`src/rtl/dispatch_unit.sv`:
```
// Reader end of the ID2 issue queue: buffers one instruction pair, checks it against
// the int/fp scoreboard and within the pair, and issues in order on two registered ports.
module dispatch_unit #(
  parameter int STALL_W = 16
) (
  input  logic               clk,
  input  logic               rst_n,
  input  logic               q_valid,
  output logic               read_en,
  input  logic               q1_i_nop,
  input  logic               q1_mem_wen,
  input  logic               q1_int_wen,
  input  logic               q1_fp_wen,
  input  logic [5:0]         q1_opcode,
  input  logic [2:0]         q1_detail,
  input  logic [3:0]         q1_rel,
  input  logic [4:0]         q1_src_a,
  input  logic [4:0]         q1_src_b,
  input  logic [4:0]         q1_dest,
  input  logic [31:0]        q1_pc,
  input  logic               q2_i_nop,
  input  logic               q2_mem_wen,
  input  logic               q2_int_wen,
  input  logic               q2_fp_wen,
  input  logic [5:0]         q2_opcode,
  input  logic [2:0]         q2_detail,
  input  logic [3:0]         q2_rel,
  input  logic [4:0]         q2_src_a,
  input  logic [4:0]         q2_src_b,
  input  logic [4:0]         q2_dest,
  input  logic [31:0]        q2_pc,
  input  logic               ex_ready0,
  input  logic               ex_ready1,
  input  logic               wb_int_en,
  input  logic [4:0]         wb_int_reg,
  input  logic               wb_fp_en,
  input  logic [4:0]         wb_fp_reg,
  input  logic               flush,
  output logic               d0_valid,
  output logic [5:0]         d0_opcode,
  output logic [2:0]         d0_detail,
  output logic [4:0]         d0_src_a,
  output logic [4:0]         d0_src_b,
  output logic [4:0]         d0_dest,
  output logic               d0_mem_wen,
  output logic               d0_int_wen,
  output logic               d0_fp_wen,
  output logic [31:0]        d0_pc,
  output logic               d1_valid,
  output logic [5:0]         d1_opcode,
  output logic [2:0]         d1_detail,
  output logic [4:0]         d1_src_a,
  output logic [4:0]         d1_src_b,
  output logic [4:0]         d1_dest,
  output logic               d1_mem_wen,
  output logic               d1_int_wen,
  output logic               d1_fp_wen,
  output logic [31:0]        d1_pc,
  output logic [STALL_W-1:0] stall_cnt
);

  typedef struct packed {
    logic        nop;
    logic        mem_wen;
    logic        int_wen;
    logic        fp_wen;
    logic [5:0]  opcode;
    logic [2:0]  detail;
    logic [3:0]  rel;
    logic [4:0]  src_a;
    logic [4:0]  src_b;
    logic [4:0]  dest;
    logic [31:0] pc;
  } inst_t;

  typedef enum logic [1:0] {IDLE, FULL, HALF} state_t;

  state_t             r_state, w_next;
  inst_t              r_i1, r_i2, r_d0, r_d1, w_q1, w_q2;
  logic [31:0]        r_busy_int, r_busy_fp;
  logic               r_d0_valid, r_d1_valid;
  logic [STALL_W-1:0] r_stall;

  logic        w_haz1, w_haz2, w_raw12, w_ok1, w_port2, w_ok2_full, w_ok2_half;
  logic        w_disp1, w_disp2, w_all, w_stall, w_v1, w_v2, w_p0_v, w_p1_v;
  logic [31:0] w_m1_int, w_m1_fp, w_set_int, w_set_fp, w_clr_int, w_clr_fp;

  assign w_q1 = '{nop: q1_i_nop, mem_wen: q1_mem_wen, int_wen: q1_int_wen, fp_wen: q1_fp_wen,
                  opcode: q1_opcode, detail: q1_detail, rel: q1_rel, src_a: q1_src_a,
                  src_b: q1_src_b, dest: q1_dest, pc: q1_pc};
  assign w_q2 = '{nop: q2_i_nop, mem_wen: q2_mem_wen, int_wen: q2_int_wen, fp_wen: q2_fp_wen,
                  opcode: q2_opcode, detail: q2_detail, rel: q2_rel, src_a: q2_src_a,
                  src_b: q2_src_b, dest: q2_dest, pc: q2_pc};

  // Busy vectors are passed in so the same check serves the scoreboard and the in-pair dest.
  function automatic logic f_hazard(input inst_t x, input logic [31:0] bi, input logic [31:0] bf);
    f_hazard = (x.rel[0] && (x.rel[2] ? bf[x.src_a] : bi[x.src_a])) ||
               (x.rel[1] && (x.rel[3] ? bf[x.src_b] : bi[x.src_b])) ||
               (x.int_wen && bi[x.dest]) || (x.fp_wen && bf[x.dest]);
  endfunction

  assign w_m1_int   = (!r_i1.nop && r_i1.int_wen) ? ((32'd1 << r_i1.dest) & ~32'd1) : '0;
  assign w_m1_fp    = (!r_i1.nop && r_i1.fp_wen) ? (32'd1 << r_i1.dest) : '0;
  assign w_haz1     = f_hazard(r_i1, r_busy_int, r_busy_fp);
  assign w_haz2     = f_hazard(r_i2, r_busy_int, r_busy_fp);
  assign w_raw12    = f_hazard(r_i2, w_m1_int, w_m1_fp);
  assign w_ok1      = r_i1.nop || (!w_haz1 && ex_ready0);
  assign w_port2    = r_i1.nop ? ex_ready0 : ex_ready1;
  assign w_ok2_full = w_ok1 && (r_i2.nop || (!w_haz2 && !w_raw12 && w_port2));
  assign w_ok2_half = r_i2.nop || (!w_haz2 && ex_ready0);

  assign read_en = q_valid && !flush && w_all;

  // NOTE: every always_comb output gets a default first so no path can infer a latch.
  always_comb begin
    w_next  = r_state;
    w_disp1 = 1'b0;
    w_disp2 = 1'b0;
    w_all   = 1'b0;
    w_stall = 1'b0;
    case (r_state)
      IDLE: w_all = 1'b1;
      FULL: begin
        w_disp1 = w_ok1;
        w_disp2 = w_ok2_full;
        w_all   = w_ok2_full;
        w_stall = (!r_i1.nop && !w_ok1) || (!r_i2.nop && !w_ok2_full);
        if (w_ok2_full)  w_next = IDLE;
        else if (w_ok1)  w_next = HALF;
      end
      HALF: begin
        w_disp2 = w_ok2_half;
        w_all   = w_ok2_half;
        w_stall = !r_i2.nop && !w_ok2_half;
        if (w_ok2_half) w_next = IDLE;
      end
      default: w_next = IDLE;
    endcase
    if (read_en) w_next = FULL;
    if (flush) begin
      w_next  = IDLE;
      w_disp1 = 1'b0;
      w_disp2 = 1'b0;
      w_stall = 1'b0;
    end
  end

  // Nops retire without a port; the remaining instructions pack from port0.
  assign w_v1   = w_disp1 && !r_i1.nop;
  assign w_v2   = w_disp2 && !r_i2.nop;
  assign w_p0_v = w_v1 || w_v2;
  assign w_p1_v = w_v1 && w_v2;

  assign w_set_int = ((w_v1 && r_i1.int_wen) ? (32'd1 << r_i1.dest) : '0) |
                     ((w_v2 && r_i2.int_wen) ? (32'd1 << r_i2.dest) : '0);
  assign w_set_fp  = ((w_v1 && r_i1.fp_wen) ? (32'd1 << r_i1.dest) : '0) |
                     ((w_v2 && r_i2.fp_wen) ? (32'd1 << r_i2.dest) : '0);
  assign w_clr_int = wb_int_en ? (32'd1 << wb_int_reg) : '0;
  assign w_clr_fp  = wb_fp_en ? (32'd1 << wb_fp_reg) : '0;

  // NOTE: all state, pair buffer included, is reset so no X can leak into hazard checks.
  always_ff @(posedge clk or negedge rst_n) begin
    if (!rst_n) begin
      r_state    <= IDLE;
      r_i1       <= '0;
      r_i2       <= '0;
      r_busy_int <= '0;
      r_busy_fp  <= '0;
      r_d0_valid <= 1'b0;
      r_d1_valid <= 1'b0;
      r_d0       <= '0;
      r_d1       <= '0;
      r_stall    <= '0;
    end else begin
      // NOTE: non-blocking updates so every register sees the pre-edge values.
      r_state <= w_next;
      if (read_en) begin
        r_i1 <= w_q1;
        r_i2 <= w_q2;
      end
      // Set wins over a same-edge writeback; int r0 can never become busy.
      r_busy_int <= ((r_busy_int & ~w_clr_int) | w_set_int) & ~32'd1;
      r_busy_fp  <= (r_busy_fp & ~w_clr_fp) | w_set_fp;
      r_d0_valid <= w_p0_v;
      r_d1_valid <= w_p1_v;
      if (w_p0_v) r_d0 <= w_v1 ? r_i1 : r_i2;
      if (w_p1_v) r_d1 <= r_i2;
      if (w_stall && r_stall != '1) r_stall <= r_stall + STALL_W'(1);
    end
  end

  assign d0_valid   = r_d0_valid;
  assign d0_opcode  = r_d0.opcode;
  assign d0_detail  = r_d0.detail;
  assign d0_src_a   = r_d0.src_a;
  assign d0_src_b   = r_d0.src_b;
  assign d0_dest    = r_d0.dest;
  assign d0_mem_wen = r_d0.mem_wen;
  assign d0_int_wen = r_d0.int_wen;
  assign d0_fp_wen  = r_d0.fp_wen;
  assign d0_pc      = r_d0.pc;
  assign d1_valid   = r_d1_valid;
  assign d1_opcode  = r_d1.opcode;
  assign d1_detail  = r_d1.detail;
  assign d1_src_a   = r_d1.src_a;
  assign d1_src_b   = r_d1.src_b;
  assign d1_dest    = r_d1.dest;
  assign d1_mem_wen = r_d1.mem_wen;
  assign d1_int_wen = r_d1.int_wen;
  assign d1_fp_wen  = r_d1.fp_wen;
  assign d1_pc      = r_d1.pc;
  assign stall_cnt  = r_stall;

endmodule

```
`config.mk`:
```
export PLATFORM = sky130hd
export DESIGN_NAME = dispatch_unit
export DESIGN_NICKNAME = d
export VERILOG_FILES = /design/src/rtl/dispatch_unit.sv
export SDC_FILE = /design/constraint.sdc
export NUM_CORES = 1
export LEC_CHECK = 0
export BUFFER_PORTS_ARGS = -buffer_cell sky130_fd_sc_hd__buf_2
export CELL_PAD_IN_SITES_DETAIL_PLACEMENT = 0
export CELL_PAD_IN_SITES_GLOBAL_PLACEMENT = 1
export CORE_MARGIN = 10
export CORE_UTILIZATION = 40
export DETAILED_ROUTE_END_ITERATION = 10
export PLACE_DENSITY = 0.69
export SLEW_MARGIN = 40
export SYNTH_ARGS = -nofsm -noshare
export SYNTH_HDL_FRONTEND = slang
export SYNTH_SLANG_ARGS = --single-unit
```
`constraint.sdc`:
```
create_clock -name clk -period 4.2 [get_ports clk]
set_input_delay 0.21 -clock clk [delete_from_list [all_inputs] [get_ports clk]]
set_output_delay 0.21 -clock clk [all_outputs]
set_load 0.05 [all_outputs]
```
# Word level (Yosys, flattened, before mapping)
# Cells that the tools add are included.
# op_classes
addsub	1
n_lt_le_gt_ge	6
n_eq_ne	6
shift	4
muxes	65
bitwise	8
n_reduce_logical	57
# ops
op	n
two-way mux 32 bit	8
OR 32 bit	4
left shift 1 x 5 -> 32 bit, first input constant	4
binary-select mux 1 bit (select 5 bit)	18
AND 32 bit	2
NOT 32 bit	2
two-way mux 63 bit	1
< comparator 5 x 6 -> 1 bit, second input constant	6
logical AND 1 bit	32
two-way mux 1 bit	29
adder 16 x 1 -> 16 bit, second input constant	1
inequality test 16 bit, second input constant	1
logical OR 1 bit	14
two-way mux 2 bit	5
logical NOT 1 bit	9
case mux 2 bit (3 select lines)	1
inequality test 5 bit, second input constant	1
inequality test 4 bit, second input constant	1
case mux 1 bit (2 select lines)	2
inequality test 3 bit, second input constant	1
case mux 1 bit (3 select lines)	1
AND reduction 3 bit	1
== test 2 x 1 -> 1 bit, second input constant	1
== test 2 bit, second input constant	1
logical NOT 2 bit	1
# totals
register_bits	329
in_bits	146
output_inout_bits	137
word_cells	193

# Depth between registers and ports, before layout
# depth
word_depth	22
mapped_depth	17
ltp_nobuf	10

# Least setup slack after synthesis
# No wires, ideal clock.
# synth_timing
kind	register to register
from	register r_i2[43] (netlist bit)
to	register r_i2[24] (netlist bit)
setup_time_ns	0.128
arrival_ns	3.490
required_ns	4.072
setup_slack_ns	0.583
stages_incl_launch_ff	15
n_path_buf	6
synth_period_minus_slack_ns	3.617
cell_sequence	dfrtp_1 clkbuf_1 buf_2 buf_2 mux4_2 mux2_2 o311a_1 nor4_1 nand4_1 a21oi_1 o31a_1 buf_2 buf_8 buf_6 mux2_1
# synth_via
elab_chain_cells	14
elab_cells_between_ends	28
cone_classes	11 x mux; 17 x reduce/logical
# synth_rtl
element	line_no	text
start: declaration	79	inst_t r_i1, r_i2, r_d0, r_d1, w_q1, w_q2;
start signal: assignment	179	r_i2 <= w_q2;
binary-select mux 1 bit (select 5 bit)	97	f_hazard = (x.rel[0] && (x.rel[2] ? bf[x.src_a] : bi[x.src_a])) ||
two-way mux 1 bit (implied by the code)	97	
two-way mux 1 bit	97	
logical AND 1 bit	97	
logical OR 1 bit	97	
logical OR 1 bit	98	(x.rel[1] && (x.rel[3] ? bf[x.src_b] : bi[x.src_b])) ||
logical OR 1 bit	99	(x.int_wen && bi[x.dest]) || (x.fp_wen && bf[x.dest]);
logical NOT 1 bit, on equally long branches	109, 110	
logical AND 1 bit (2 in a row)	109	assign w_ok2_full = w_ok1 && (r_i2.nop || (!w_haz2 && !w_raw12 && w_port2));
logical OR 1 bit	109	
logical AND 1 bit	109	
case mux 1 bit (3 select lines) (*)	121	case (r_state)
logical AND 1 bit (*)	112	assign read_en = q_valid && !flush && w_all;
net read_en	9	output logic read_en,
# Mark *: on every way through the listed nets, which the timed path passes. The rest lies on a longest branch. The select of a mux whose other input is x is not followed.
# A chain may end at the register's enable or synchronous reset.

# Worst setup path after layout
# layout_timing
from	register r_i1[32] (netlist bit)
to	output port read_en
# layout_via
elab_chain_cells	16
elab_cells_between_ends	42
cone_classes	1 x shift; 21 x mux; 20 x reduce/logical
# layout_rtl
element	line_no	text
start: declaration	79	
start signal: assignment	178	r_i1 <= w_q1;
left shift 1 x 5 -> 32 bit	102, 103	
two-way mux 32 bit, on equally long branches	102, 103	
binary-select mux 1 bit (select 5 bit), on equally long branches	97, 98	
two-way mux 1 bit, on equally long branches (2 in a row)	97, 98	
logical AND 1 bit, on equally long branches	97, 98	
logical OR 1 bit	97	
logical OR 1 bit	98	
logical OR 1 bit	99	
logical NOT 1 bit	109	
logical AND 1 bit (2 in a row)	109	
logical OR 1 bit	109	
logical AND 1 bit (*)	109	
case mux 1 bit (3 select lines) (*)	121	
logical AND 1 bit (*)	112	
end: declaration	9	
# Mark *: on every way between the ends. The rest lies on a longest branch, timed or not. The select of a mux whose other input is x is not followed.

==> qor.yml <==
setup_path:
  rr_startpoint: "r_i1[32]"
  rr_endpoint: "r_i2[50]"
  start_kind: "register"
  timing.critical_path.fanout_max: 11
  cp.required_ns: 3.99
  critical_path.endpoint_type: "output port"
  worstPathArrival_ns: 3.95
  reg2reg_depth: 13
  critPathKind: "reg -> out"
  reg2reg_slack_ns: 0.19
drt:
  vias: 17617
  wl_per_cell_um: 27.1
  viasPerCell: 6.19
  drc: 0
  ant_nets: 0
  dr.pass1.iters: 7
  drtIter0Drc: 1680
  routed_wirelength_um: 77200
sta:
  max_clock_freq_ghz: 0.241
  hold_violations: 0
  setup_ws_ns: 0.0423
  min_period_ns: 4.16
  setup_viol: 0
  worstMarginPinSlew_ns: 0.817
  finClkSkew_ns: 0.0324
  slew_violations: 0
  slew_headroom: 0.451
  period_share: 0.990
cts:
  numCtsBuffers: 38
  cts.clk_slew.worst_paths_ns: 0.06
  root_buffer: "clkbuf_16"
  clk_latency_ns: 0.59
  clock_sinks: 329
  cts-htree-levels: 2
  cts_buffer_depth: 3
  cts_tree: "built"
worst_hold_path:
  hp-start: "wb_int_reg[3]"
  hp-class: "in -> reg"
  holdPathStages: 3
  hold_end: "r_busy_int[4]"
pwr:
  p_leak_uw: 0.0109
  peakVddDrop_mv: 0.396
  power.density_nw_per_um2: 629
placed_design:
  dp_hpwl_um: 54800
  placed_cell_area_um2: 22100
  gp_congestion: 1.02
  numPortBuffers: 282
  dp_slack_ns: 0.271
synth:
  yosys.cell_count.top_type: "dfrtp_1"
  synth_fp_nets: 1916
  async_reset_ff_frac: 1.00
  yosysTopAreaCellShare: 0.428
  synth_common_cells: "329 x dfrtp_1, 126 x nand2_1, 106 x mux2_2"
  ys_types: 78
  synth_edf_count: 0
  synth_flop_cell: "dfrtp_1"
  seq_area_frac_synth: 0.428
  avgSynthCellArea_um2: 10.9
  ys_seq_elements: 329
  ys_top_cells_by_area: "dfrtp_1 43%, mux4_2 7.3%, mux2_2 6.2%"
  synth_area_um2: 19200
  ys_warn_count: 0
  yosys.area.top_type: "dfrtp_1"
  syn-instance-count: 1765
die:
  die_height_um: 239
  rows: 80
  start_util: 0.404
  pin_count: 283
  coreArea_um2: 47600
  design.die.area_um2: 57300
  die_w_um: 239
grt:
  grt_max_degree: 108
  gr-total-overflow: 0
  track_usage: 0.265
  grt_pass1_vias: 17849
  grt_pass1_wl_um: 116000
  antenna_found_initial: 2
status:
  outcome: "complete, no violations"
final_layout:
  multi_input_area_um2: 10200
  fill_cells: 4229
  seq_area_um2: 8250
  syn2layout_area_growth_pct: 28.6
  fin_area_um2: 24700
  layout-drive-gt1-share: 0.330
  final_nets: 2355
  final_util: 0.519
run:
  drv_cap: 0
==> placed cells by master (no fill, tap or decap), types with 50 or more instances in the layout <==
master and count:
mux4_2 62, mux2_1 97, mux2_2 106, nand2_1 126
buf_4 111, dfrtp_1 317, o221a_2 50, o31ai_1 61
dlygate4sd3_1 132, nor3_1 76, buf_2 280, nand3_1 54
nor2_1 102, o21ai_0 87, mux2i_1 61, o221ai_1 52
==> repair_timing <==
item                                   4_1_cts  5_1_grt
hold buffers                               132        0
pin swaps                                    0        3
setup endpoints to repair                    1        1
endpoints found under the hold margin      213        0
resized for setup                           11        6
setup buffers                                0        3
cloned                                       0        0
==> cell type report <==
type | instances | share of cell area
multi-input combinational | 1261 | 0.413
clock buffer | 52 | 0.0446
inverter | 20 | 0.00303
timing repair buffer | 554 | 0.168
sequential | 329 | 0.333
antenna | 2 | 0.000202
clock inverter | 14 | 0.00677
tap | 615 | 0.0311
==> layer usage <==
metal	vias up	track usage	share of wire
met5	-	0	0
met4	0	0.113	0.043
met3	207	0.0691	0.092
met2	938	0.417	0.46
met1	8837	0.340	0.40
li1	7635	-	-
==> worst max path at each step <==
stage,start,to,slack [ns],depth (start not counted)
floorplan,r_i2[43],r_i2[24],0.58,14
global placement,r_i1[33],r_i2[62],0.24,13
detailed placement,r_i2[42],r_i2[3],0.27,12
CTS,r_i1[43],read_en,0.04,11
global route,r_i1[63],read_en,-0.003,11
finish,r_i1[32],read_en,0.04,11
==> worst max-delay path, cell delays in order (launching register included) <==
cell	delay, ns
dfrtp_1	0.56
buf_12	0.21
mux4_2	0.50
mux2i_1	0.34
a211oi_1	0.25
nor4_1	0.27
nand4_1	0.29
a21bo_1	0.28
a21oi_1	0.13
o31a_2	0.20
buf_6	0.16
buf_8	0.16
==> power by group <==
| part | switching, µW | internal, µW |
|---|---|---|
| combinational | 3750 | 2940 |
| sequential | 1500 | 4010 |
| clock | 1450 | 1930 |
| total | 6700 | 8870 |
==> through the flow <==
step / total power, µW / TNS, ns / hold slack, ns / std cells
global placement: 11900 / 0 / 0.273 / 2644
floorplan: 9320 / 0 / -0.0856 / 1765
global route: 16300 / -0.00263 / 0.0920 / 2847
finish: 15600 / 0 / 0.0534 / 2847
detailed placement: 12000 / 0 / 0.278 / 2644
CTS: 15500 / 0 / 0.0306 / 2842
==> flip-flops by register name, summed over array words and instances, names as in the netlist, 6 cells and up <==
register,count
d0_opcode,6
r_i1,64
d0_pc,32
r_busy_fp,32
d1_pc,32
stall_cnt,16
d1_opcode,6
r_i2,64
r_busy_int,31
==> logic make-up (layout without fill, tap and decap cells) <==
| logic type | after synthesis | after routing | share of synthesized area |
|---|---|---|---|
| AOI/OAI and AO/OA | 392 | 392 | 0.157 |
| xor gates and xnor gates | 27 | 27 | 0.0123 |
| adders and majority gates | 5 | 5 | 0.00325 |
| buffers and inverters | 175 | 640 | 0.0442 |
| DFF | 329 | 329 | 0.428 |
| muxes | 326 | 326 | 0.223 |
| other | 0 | 2 | 0 |
| and+or+nand+nor | 511 | 511 | 0.132 |
Power figures use the tool's default switching activity.
